**src/rtl/gray_to_color_serializer.sv**
```systemverilog
`default_nettype none
// ============================================================================
// Module   : gray_to_color_serializer
// Brief    : Buffers one grayscale row and streams it out as RGB pixels,
//            either replicated gray or a heat-map colouring, with valid/ready.
// Revision : 1.0 - initial release
// ============================================================================
module gray_to_color_serializer #(
    parameter int SIZE = 10
) (
    input  logic       clk,
    input  logic       rst,
    input  logic [7:0] gray_in [SIZE],
    input  logic       in_valid,
    output logic       in_ready,
    input  logic       mode_in,
    output logic [7:0] R_out,
    output logic [7:0] G_out,
    output logic [7:0] B_out,
    output logic       out_valid,
    input  logic       out_ready,
    output logic       out_last
);

    localparam int                 c_IDX_W    = $clog2(SIZE);
    localparam logic [c_IDX_W-1:0] c_LAST_IDX = c_IDX_W'(SIZE - 1);

    typedef enum logic [0:0] {
        ST_IDLE = 1'b0,
        ST_SEND = 1'b1
    } state_t;

    state_t             r_state;
    logic [7:0]         r_buf [SIZE];
    logic               r_mode;
    logic [c_IDX_W-1:0] r_idx;

    logic               w_accept;
    logic               w_advance;
    logic [c_IDX_W-1:0] w_next_idx;
    logic [23:0]        w_first_rgb;
    logic [23:0]        w_next_rgb;

    // Heat map: blue fades out over 0..63, red ramps over 0..127, green over 128..255.
    function automatic logic [23:0] f_map(input logic [7:0] g, input logic mode);
        logic [7:0] r_c;
        logic [7:0] g_c;
        logic [7:0] b_c;
        if (!mode) begin
            r_c = g;
            g_c = g;
            b_c = g;
        end else begin
            r_c = g[7] ? 8'hFF : {g[6:0], 1'b0};
            g_c = g[7] ? {g[6:0], 1'b0} : 8'h00;
            b_c = (g[7:6] == 2'b00) ? (8'hFF - {g[5:0], 2'b00}) : 8'h00;
        end
        return {r_c, g_c, b_c};
    endfunction

    assign in_ready    = (r_state == ST_IDLE);
    assign w_accept    = in_valid && in_ready;
    assign w_advance   = out_valid && out_ready;
    assign w_next_idx  = r_idx + c_IDX_W'(1);
    assign w_first_rgb = f_map(gray_in[0], mode_in);
    assign w_next_rgb  = f_map(r_buf[w_next_idx], r_mode);

    always_ff @(posedge clk) begin
        if (w_accept) begin
            r_buf <= gray_in;
        end
    end

    // Pixel 0 is mapped straight from the input so it is valid the cycle after accept.
    always_ff @(posedge clk) begin
        if (rst) begin
            r_state   <= ST_IDLE;
            r_idx     <= '0;
            r_mode    <= 1'b0;
            out_valid <= 1'b0;
            out_last  <= 1'b0;
            R_out     <= 8'h00;
            G_out     <= 8'h00;
            B_out     <= 8'h00;
        end else begin
            case (r_state)
                ST_IDLE: begin
                    if (w_accept) begin
                        r_state               <= ST_SEND;
                        r_mode                <= mode_in;
                        r_idx                 <= '0;
                        {R_out, G_out, B_out} <= w_first_rgb;
                        out_valid             <= 1'b1;
                        out_last              <= 1'b0;
                    end
                end
                ST_SEND: begin
                    if (w_advance) begin
                        if (r_idx == c_LAST_IDX) begin
                            r_state   <= ST_IDLE;
                            out_valid <= 1'b0;
                            out_last  <= 1'b0;
                        end else begin
                            r_idx                 <= w_next_idx;
                            {R_out, G_out, B_out} <= w_next_rgb;
                            out_last              <= (w_next_idx == c_LAST_IDX);
                        end
                    end
                end
                default: r_state <= ST_IDLE;
            endcase
        end
    end

endmodule
`default_nettype wire
```
**config.mk**
```make
export PLATFORM = sky130hd
export DESIGN_NAME = gray_to_color_serializer
export DESIGN_NICKNAME = d
export VERILOG_FILES = /design/src/rtl/gray_to_color_serializer.sv
export SDC_FILE = /design/constraint.sdc
export NUM_CORES = 1
export LEC_CHECK = 0
export ABC_AREA = 1
export CAP_MARGIN = 25
export CORE_UTILIZATION = 59
export DETAILED_ROUTE_END_ITERATION = 8
export DONT_BUFFER_PORTS = 1
export PLACE_DENSITY_LB_ADDON = 0.15
export SYNTH_ARGS = -nofsm -noshare
export SYNTH_HDL_FRONTEND = slang
export SYNTH_SLANG_ARGS = --single-unit
```
**constraint.sdc**
```tcl
create_clock -name clk -period 12.6 [get_ports clk]
set_clock_uncertainty 0.1 [all_clocks]
set_input_delay 1.89 -clock clk [delete_from_list [all_inputs] [get_ports clk]]
set_output_delay 1.89 -clock clk [all_outputs]
set_load 0.01 [all_outputs]
```
# Word-level counts from Yosys, hierarchy flattened
# Cells that the tools add are included.
# op_classes
add_sub_neg	3
magnitude_cmp	1
n_eq_ne	6
muxes	43
bitwise_logic	2
n_reduce_logical	8
# ops
cell	count
$mux W8	23
$pmux W8 S2	3
$bmux W8 S4	1
$sub A8 B8 Y8 const A	2
$mux W4	3
$mux W1	9
$eq A4 B4 Y1 const B	2
$pmux W4 S2	1
$ne A2 B1 Y1 const B	3
$pmux W1 S2	3
$reduce_and A3 Y1	2
$ge A5 B5 Y1 const B	1
$not A4 Y5	1
$add A4 B1 Y4 const B	1
$logic_not A2 Y1	2
$reduce_and A2 Y1	2
$logic_and A1 B1 Y1	2
$ne A2 B2 Y1 const B	1
$not A1 Y1	1
# totals
reg_bits	112
input_bits	85
out_inout_bits	27
elab_cells	81

# Logic depth before layout (Yosys ltp)
# Gate-level depths: netlist of run 1.
# logic_depth
ltp_word	11
ltp_mapped	16
ltp_nobuf	14

# Least setup slack after synthesis of run 1
# OpenSTA, ideal clock, no wires.
# synth_timing
kind	input to register
start	input in_valid
end	register r_idx[0]
setup_time_ns	0.128
t_arrival_ns	6.552
t_required_ns	12.372
path_slack_ns	5.821
path_stages	7
path_buffers	2
path_cell_list	inv_1 > nor2_1 > nor2_1 > inv_2 > clkbuf_1 > buf_2 > a21oi_1
# synth_between
elab_chain_len	3
# synth_rtl
element	line	text
from (decl)	14	input logic in_valid,
$logic_and A1 B1 Y1	62	assign w_accept = in_valid && in_ready;
via w_accept	38	logic w_accept;
$ne A2 B1 Y1 (no source line)	--	
$reduce_and A3 Y1 (no source line)	--	
to (signal assigned)	104	r_idx <= w_next_idx;
to (decl)	36	logic [c_IDX_W-1:0] r_idx;
# The timed path passes the listed nets, and every way through them passes these cells.
# A chain may end at the register's enable or synchronous reset.

# Worst setup path in the final report of run 1
# layout_timing
start	register r_idx[0]
end	register R_out[6]
# layout_between
elab_chain_len	10
elab_cells_between_ends	13
cone_classes	1 x add/sub; 2 x eq/ne; 8 x mux; 1 x bitwise; 1 x reduce/logical
# layout_rtl
element	line	text
$add A4 B1 Y4	64	assign w_next_idx = r_idx + c_IDX_W'(1);
$not A4 Y5 (not written as such)	66	assign w_next_rgb = f_map(r_buf[w_next_idx], r_mode);
$bmux W8 S4	66	
$mux W8 (not written as such) (2 in a row)	66	
$mux W8	54	r_c = g[7] ? 8'hFF : {g[6:0], 1'b0};
$mux W8	49	if (!mode) begin
$mux W8	99	if (r_idx == c_LAST_IDX) begin
$mux W8	98	if (w_advance) begin
$pmux W8 S2	86	case (r_state)
to (signal assigned)	92	{R_out, G_out, B_out} <= w_first_rgb;
to (signal assigned)	105	{R_out, G_out, B_out} <= w_next_rgb;
to (decl)	17	output logic [7:0] R_out,
# Parallel ways exist; a longest one is shown, timed or not. The select of a mux whose other input is x is not followed.

==> results of run 1 <==
## how the worst max path moves through the flow
stage                                 end  slack [ns]
CTS                 R_out[6]$_SDFFE_PP0P_        8.37
floorplan           r_idx[0]$_SDFFE_PP0P_        5.82
finish              R_out[6]$_SDFFE_PP0P_        8.43
detailed placement  G_out[6]$_SDFFE_PP0P_        8.28
global placement    G_out[6]$_SDFFE_PP0P_        8.40
global route        R_out[6]$_SDFFE_PP0P_        8.08
## area by class of cell
type                            instances  area, sq um
Clock inverter                          7        102.6
Clock buffer                            9        123.9
Timing Repair Buffer                    1        7.507
Multi-Input combinational cell        372         1818
Tap cell                              105        131.4
Fill cell                             736         2899
Inverter                               57        214.0
Sequential cell                       112         3044
## cells in the mapped netlist (all sizes together)
cell type and n:
clkinv 1, a31oi 5, or2 1, o311ai 3
o211ai 10, o21ai 49, nand2 170, buf 7
edfxtp 80, o21bai 1, o22ai 2, nor2 44
nand3 48, nand3b 1, a21oi 31, dfxtp 32
clkbuf 17, nand4 1, xor2 2, inv 56
xnor2 1, ha 3
## state kept, by name, summed over array words and instances, names as in the netlist
| signal | count |
|---|---|
| R_out | 8 |
| r_mode | 1 |
| r_buf | 80 |
| out_last | 1 |
| G_out | 8 |
| B_out | 8 |
| r_idx | 4 |
| out_valid | 1 |
| r_state | 1 |
## logic make-up after synthesis
logic type / Yosys count
XOR/XNOR: 3
adder cells (fa/ha/maj): 3
AND/OR/NAND/NOR: 265
AO/OA/AOI/OAI: 101
buffers and inverters: 81
flip-flops: 112
## per-layer routing
layer / wire [um] / global-route usage / vias up
met4: 307 / 0.08582 / 0
met5: 0 / 0 / -
met1: 4691 / 0.3257 / 1747
met2: 5320 / 0.4333 / 154
met3: 790 / 0.06619 / 24
li1: - / - / 1864
## stage by stage
stage	utilization	std cells
finish	0.6524	663
global route	0.6524	663
CTS	0.6524	663
detailed placement	0.6253	647
global placement	0.6253	647
floorplan	-	565
## power groups by stage
stage / combinational [mW] / sequential, mW / clock, mW
6_report: 0.0709 / 0.435 / 0.233
5_1_grt: 0.0804 / 0.439 / 0.251
4_1_cts: 0.0708 / 0.436 / 0.238
3_5_place_dp: 0.0705 / 0.444 / 0
3_3_place_gp: 0.0692 / 0.444 / 0
2_1_floorplan: 0.0582 / 0.440 / 0
## critical path, cell delays in order (launching register included)
cell and delay (ns):
dfxtp_2 0.96, inv_2 0.51, ha_1 0.90, inv_1 0.45, nand3_1 0.20, nand3_1 0.08
nand3_1 0.13, nand2_2 0.12, o21ai_1 0.28, nand3_1 0.13, nand2_1 0.08, a21oi_1 0.06
==> impl_metrics.ini, run 1 <==
[sta]
setup_tns_ns = 0
worst_slack_ns = 8.431
tightestPinTransition_ns = 0.9909
hold_viol_final = 0
min_period_over_period = 0.3309
report.final.setup_viol = 0
fmax_mhz = 239.9
period_needed_ns = 4.169
rsz0062_at_grt = no
maxSlewHeadroom = 0.3394
drv_slew = 0
hold_slack_ns = 0.4247

[clocking]
cts_tree = built
h-tree-depth = 3
numClockSinks = 112
ctsResizeCount = 0
cts_hold_buf = 0
path_clk_slew_ns = 0.11
cts_buffers = 9
post_cts_buffers = 0
root_buffer = clkbuf_8
clk_latency_ns = 0.37
clockBufferDepth = 2

[layout]
fin_area_sq_mm = 0.005441
n_antenna_cell = 0
drive_gt1_frac = 0.07706
final_nets = 641
syn2layout_area_growth_pct = 5.405
final_cell_mix = nand2_1 (163), edfxtp_1 (80), inv_1 (50)
layout_commonest_cell = nand2_1

[die]
die_area_sq_mm = 0.009128
pin_count = 112
coreArea_sq_mm = 0.008341
die_w_um = 95.54
rows = 33
die_y_um = 95.54
start_util = 0.6190

[synth]
ys_ff_latch = 112
synth.distinct_cells = 33
synth.top_cells.by_area = edfxtp_1 (47%), dfxtp_1 (12%), nand2_1 (12%), nand3_1 (4.6%), o21ai_0 (3.9%)
netlist_area_sq_mm = 0.005162
ys_warn_count = 0
synth_top_cell_by_area = edfxtp_1
netlist_instances = 565
synth_xor_area_frac = 0.01163
ys_seq_area_frac = 0.5894
synthMuxAreaShare = 0
syn-num-nets = 653
synth_top_family_by_area = simple AND/OR/NAND/NOR gates
yosys.area_share.simple = 0.2213
synth_top_area_frac = 0.4653
synth_area_per_cell_sq_um = 9.137
synthAdderAreaFrac = 0.007271
synth_compound_area_frac = 0.1105

[power_and_ir_drop]
ir_worst_vdd_mv = 0.1024
switching_power_mw = 0.1974
power.density_mw_per_mm2 = 135.8
clkPwrFrac = 0.315
p_leak_nw = 2.238
pwr-share-comb = 0.096
power_mw = 0.7389
power_frac_seq = 0.589
internal_power_mw = 0.5415
p_sw_frac = 0.2672

[placed_design]
gp_congestion = 0.9126
placed_area_sq_mm = 0.005215
dp_hpwl_um = 7874
port_buffers = 0
place_ws_ns = 8.280

[route]
ant_nets = 0
drc = 0
first_pass_iters = 5
vias = 3789
drt-wirelength-per-cell_um = 16.76
avgViaCountPerCell = 5.715
drtIter0Drc = 277
totalWireLength_um = 11110

[status]
status = finished, final reports clean

[setup_path]
regToRegStartpoint = r_idx[0]$_SDFFE_PP0P_
cp-start-kind = flop
worstSetupPathType = flop to flop
worstPathArrival_ns = 4.31
end_kind = flop
timing.reg2reg.setup_slack_ns = 8.43
path_max_fanout = 52
startpoint = r_idx[0]$_SDFFE_PP0P_
r2r-end = R_out[6]$_SDFFE_PP0P_
required_ns = 12.75
r2r_cells = 11

[global_routing]
grt_max_degree = 84
grt_pass1_wl_um = 17480
grt-ovfl-total = 0
grt_pass1_vias = 3594
grt_use_total = 0.2583
antenna_found_initial = 0

[worst_hold_path]
hold_path.class = flop to flop
worstHoldEndpoint = r_idx[1]$_SDFFE_PP0P_
hp-start = r_idx[1]$_SDFFE_PP0P_
hold_depth = 2

[flow_run]
timing.max_cap.violations = 0
(Power assumes the default switching activity.)
==> run 2: changes to the inputs <==
--- a/config.mk
+++ b/config.mk
@@ -7,7 +7,7 @@
 export LEC_CHECK = 0
 export ABC_AREA = 1
 export CAP_MARGIN = 25
-export CORE_UTILIZATION = 59
+export CORE_UTILIZATION = 57
 export DETAILED_ROUTE_END_ITERATION = 8
 export DONT_BUFFER_PORTS = 1
 export PLACE_DENSITY_LB_ADDON = 0.15
==> constraint.sdc (replaced) <==
create_clock -name clk -period 3.37 [get_ports clk]
set_clock_uncertainty 0.1 [all_clocks]
set_input_delay 0.5055 -clock clk [delete_from_list [all_inputs] [get_ports clk]]
set_output_delay 0.5055 -clock clk [all_outputs]
set_load 0.01 [all_outputs]
==> run 2 against run 1 <==
  * Setup slack lost 7.8 ns
  * Total power grew to 3.7 times the previous value
  * Combinational power grew to 3.9 times the previous value
  * Critical path depth is the same
  * Core utilization shrank 2.9 points
  * Global-route usage shrank 0.26 points
  * Die area grew 3.4%
  * Maximum frequency grew 51%
  * Count of clock-buffer cells in the layout is the same
  * Via count grew 0.74%
  * Worst hold slack lost 0.35 ns
  * Critical path type unchanged
  * Critical endpoint is now G_out[3]$_SDFFE_PP0P_
  * Largest power group unchanged
  * Highest routed layer unchanged
==> impl_metrics.ini, run 2 (synthesized netlist as in run 1, its figures left out) <==
[clocking]
clockBufferDepth = 2
clk_latency_ns = 0.38
numClockSinks = 112
cts_tree = built
ctsResizeCount = 0
cts_buffers = 9
path_clk_slew_ns = 0.11
post_cts_buffers = 0
h-tree-depth = 3
root_buffer = clkbuf_8
cts_hold_buf = 0

[die]
die_y_um = 97.17
rows = 34
coreArea_sq_mm = 0.008763
die_w_um = 97.17
die_area_sq_mm = 0.009441
start_util = 0.5891
pin_count = 112

[global_routing]
grt-ovfl-total = 0
grt_pass1_vias = 3746
grt_max_degree = 83
antenna_found_initial = 0
grt_use_total = 0.2557
grt_pass1_wl_um = 18670

[layout]
fin_area_sq_mm = 0.005461
largest_register = r_buf
final_cell_mix = nand2_1 (163), edfxtp_1 (80), inv_1 (50)
n_antenna_cell = 0
syn2layout_area_growth_pct = 5.793
layout_commonest_cell = nand2_1
drive_gt1_frac = 0.08526
final_nets = 646
largest_reg_flops = 80

[route]
vias = 3817
drt-wirelength-per-cell_um = 17.47
totalWireLength_um = 11720
first_pass_iters = 5
drc = 0
drtIter0Drc = 209
avgViaCountPerCell = 5.689
ant_nets = 0

[sta]
hold_viol_final = 0
hold_slack_ns = 0.07773
worst_slack_ns = 0.6151
period_needed_ns = 2.755
maxSlewHeadroom = 0.3363
setup_tns_ns = 0
min_period_over_period = 0.8175
drv_slew = 0
report.final.setup_viol = 0
fmax_mhz = 363.0
rsz0062_at_grt = no
tightestPinTransition_ns = 0.9955

[flow_run]
timing.max_cap.violations = 0

[power_and_ir_drop]
power_mw = 2.703
p_leak_nw = 2.253
power.density_mw_per_mm2 = 495.0
ir_worst_vdd_mv = 0.2729

[placed_design]
gp_congestion = 0.9250
dp_hpwl_um = 8465
placed_area_sq_mm = 0.005256
port_buffers = 0
place_ws_ns = 0.6838

[worst_hold_path]
hold_path.class = input port to flop

[setup_path]
required_ns = 3.60
worstPathArrival_ns = 2.99
cp-start-kind = flop
worstSetupPathType = flop to flop
path_max_fanout = 22
end_kind = flop

[status]
status = finished, final reports clean
[run 2: power breakdown]
group | internal (mW) | switching, mW | total (mW)
clock network | 0.301 | 0.504 | 0.805
logic | 0.0816 | 0.197 | 0.279
registers | 1.57 | 0.0496 | 1.62
[run 2: worst paths after layout]
kind | from | endpoint | slack (ns) | cells past startpoint
hold reg to reg | r_idx[1]$_SDFFE_PP0P_ | r_idx[1]$_SDFFE_PP0P_ | 0.41 | 2
setup / recovery | r_idx[0]$_SDFFE_PP0P_ | G_out[3]$_SDFFE_PP0P_ | 0.62 | 11
setup reg to reg | r_idx[0]$_SDFFE_PP0P_ | G_out[3]$_SDFFE_PP0P_ | 0.62 | 11
hold / removal | rst | out_last$_SDFFE_PP0P_ | 0.08 | 1
[run 2: through the flow]
step                  util  instances
global placement    0.5998        655
floorplan                -        565
CTS                 0.6232        671
global route        0.6232        671
finish              0.6232        671
detailed placement  0.5998        655
[run 2: layout make-up]
class                           instances  area [sq um]
Multi-Input combinational cell        372          1818
Sequential cell                       112          3044
Tap cell                              108         135.1
Clock inverter                          7         81.33
Fill cell                             760          3302
Timing Repair Buffer                    6         45.04
Inverter                               57         214.0
Clock buffer                            9         123.9
[run 2: routing by layer]
| layer | GRT usage | share of wire | vias to the layer above |
|---|---|---|---|
| li1 | - | - | 1874 |
| met3 | 0.06691 | 0.067 | 23 |
| met1 | 0.3260 | 0.42 | 1773 |
| met5 | 0 | 0 | - |
| met2 | 0.4236 | 0.49 | 147 |
| met4 | 0.08840 | 0.022 | 0 |
[run 2: critical path, stage by stage, from the launching register on]
cell and delay [ns]:
dfxtp_2 0.36, buf_4 0.22, ha_1 0.29, xnor2_2 0.50, nand2_2 0.18, nor2_8 0.22, nand2_1 0.07, nand2_1 0.15
nand2_1 0.11, o211ai_1 0.37, nand2_1 0.08, inv_1 0.06
==> run 3: changes to the inputs <==
--- a/config.mk
+++ b/config.mk
@@ -7,7 +7,7 @@
 export LEC_CHECK = 0
 export ABC_AREA = 1
 export CAP_MARGIN = 25
-export CORE_UTILIZATION = 57
+export CORE_UTILIZATION = 59
 export DETAILED_ROUTE_END_ITERATION = 8
 export DONT_BUFFER_PORTS = 1
 export PLACE_DENSITY_LB_ADDON = 0.15
==> constraint.sdc (replaced) <==
create_clock -name clk -period 2.67 [get_ports clk]
set_clock_uncertainty 0.1 [all_clocks]
set_input_delay 0.4005 -clock clk [delete_from_list [all_inputs] [get_ports clk]]
set_output_delay 0.4005 -clock clk [all_outputs]
set_load 0.01 [all_outputs]
==> run 3 against run 2 <==
  * First-iteration DRC count rose by 88%
  * Highest routed layer unchanged
  * Critical path depth unchanged
  * Global-route usage increased by 6.2 points
==> impl_metrics.ini, run 3 (synthesized netlist as in run 1, its figures left out) <==
[sta]
worst_slack_ns = 0.2166
drv_slew = 0
min_period_over_period = 0.9189
tightestPinTransition_ns = 1.036
period_needed_ns = 2.453
report.final.setup_viol = 0
fmax_mhz = 407.6
maxSlewHeadroom = 0.3091
hold_viol_final = 0

[die]
die_y_um = 95.54
die_w_um = 95.54
start_util = 0.6190
pin_count = 112
coreArea_sq_mm = 0.008341
rows = 33
die_area_sq_mm = 0.009128

[layout]
largest_register = r_buf
fin_util = 0.7432
largest_reg_flops = 80
final_nets = 718
syn2layout_area_growth_pct = 20.07
final_cell_mix = nand2_1 (163), edfxtp_1 (80), dlygate4sd3_1 (70)
layout_commonest_cell = nand2_1
drive_gt1_frac = 0.08189
n_fill_cell = 587

[power_and_ir_drop]
power.density_mw_per_mm2 = 576.6
ir_worst_vdd_mv = 0.4992
p_leak_nw = 2.553
power_mw = 3.574

[global_routing]
grt_pass1_vias = 4254
grt-ovfl-total = 0
antenna_found_initial = 2
grt_pass1_wl_um = 21320
grt_max_degree = 83
grt_use_total = 0.3180

[clocking]
clockBufferDepth = 2
numClockSinks = 112
h-tree-depth = 3
cts_buffers = 9
root_buffer = clkbuf_8
clk_latency_ns = 0.39
post_cts_buffers = 0
cts_tree = built
path_clk_slew_ns = 0.12

[route]
drtIter0Drc = 393
first_pass_iters = 5
vias = 4372
drc = 0
drt-wirelength-per-cell_um = 19.67
totalWireLength_um = 14590
ant_nets = 0
avgViaCountPerCell = 5.892

[setup_path]
required_ns = 2.91
path_delay_family = simple AND/OR/NAND/NOR gates
worstSetupPathType = flop to flop
slowest_delay_ns = 0.42
path_max_fanout = 20
end_kind = flop
worstPathArrival_ns = 2.69
crit_chain = inv_2, ha_1, buf_4, o211ai_1, nand3_1, nand3_1, nand2_1, nand3_1, o211ai_1, nand2_1, inv_1
cp_num_buf_inv = 3
cp_slowest_cell = dfxtp_2
cp-start-kind = flop
cp_common_cell = nand3_1

[worst_hold_path]
hold_path.class = input port to flop

[placed_design]
port_buffers = 0
gp_congestion = 0.9191
place_ws_ns = 0.2389
dp_hpwl_um = 8590

[status]
status = finished, final reports clean

[flow_run]
timing.max_cap.violations = 0
==> run 3: cell types whose count changed in the layout (fill, tap and decap cells not counted), sizes merged <==
cell,change
diode,+2
clkinvlp,+2
inv,-2
buf,+2
dlygate4sd3,+70
==> run 3: final cells by class <==
class | instances | area (sq um) | share of cell area
Inverter | 57 | 222.7 | 0.03593
Sequential cell | 112 | 3044 | 0.4911
Clock buffer | 9 | 123.9 | 0.01998
Tap cell | 105 | 131.4 | 0.02120
Antenna cell | 2 | 5.005 | 0.0008074
Timing Repair Buffer | 78 | 760.7 | 0.1227
Clock inverter | 7 | 92.59 | 0.01494
Multi-Input combinational cell | 372 | 1818 | 0.2933
==> run 3: per-stage QoR <==
step	hold WS [ns]	setup TNS [ns]	area, sq um	std cells
after global placement	0.3708	0	5273	654
after floorplan	0.3636	0	5190	565
after global routing	0.001056	-0.02061	6198	742
after detailed placement	0.3782	0	5273	654
after CTS	0.00003197	0	6030	724
final	0.01452	0	6198	742
==> run 3: path summary, 6_finish.rpt <==
| kind | endpoint | from | slack, ns | depth (start not counted) |
|---|---|---|---|---|
| max | G_out[3]$_SDFFE_PP0P_ | r_idx[0]$_SDFFE_PP0P_ | 0.22 | 11 |
| min | r_buf[62]$_DFFE_PP_ | gray_in[62] | 0.01 | 0 |
| max reg2reg | G_out[3]$_SDFFE_PP0P_ | r_idx[0]$_SDFFE_PP0P_ | 0.22 | 11 |
| min reg2reg | r_idx[1]$_SDFFE_PP0P_ | r_idx[1]$_SDFFE_PP0P_ | 0.42 | 2 |
==> run 3: power by group <==
group          switching [mW]  internal [mW]
Sequential             0.0624           1.98
Clock                   0.679          0.386
Combinational           0.290          0.175
Total                    1.03           2.54
==> run 3: per-layer routing <==
layer	track usage	share of wire
met5	0	0
met3	0.06858	0.079
met1	0.3736	0.37
met2	0.5393	0.51
met4	0.1791	0.037
==> run 3: timing repair <==
item | in CTS | in global routing
endpoints found under the hold margin | 59 | 16
setup endpoints to repair | 0 | 3
gates resized for setup | 0 | 1
hold buffers | 54 | 16
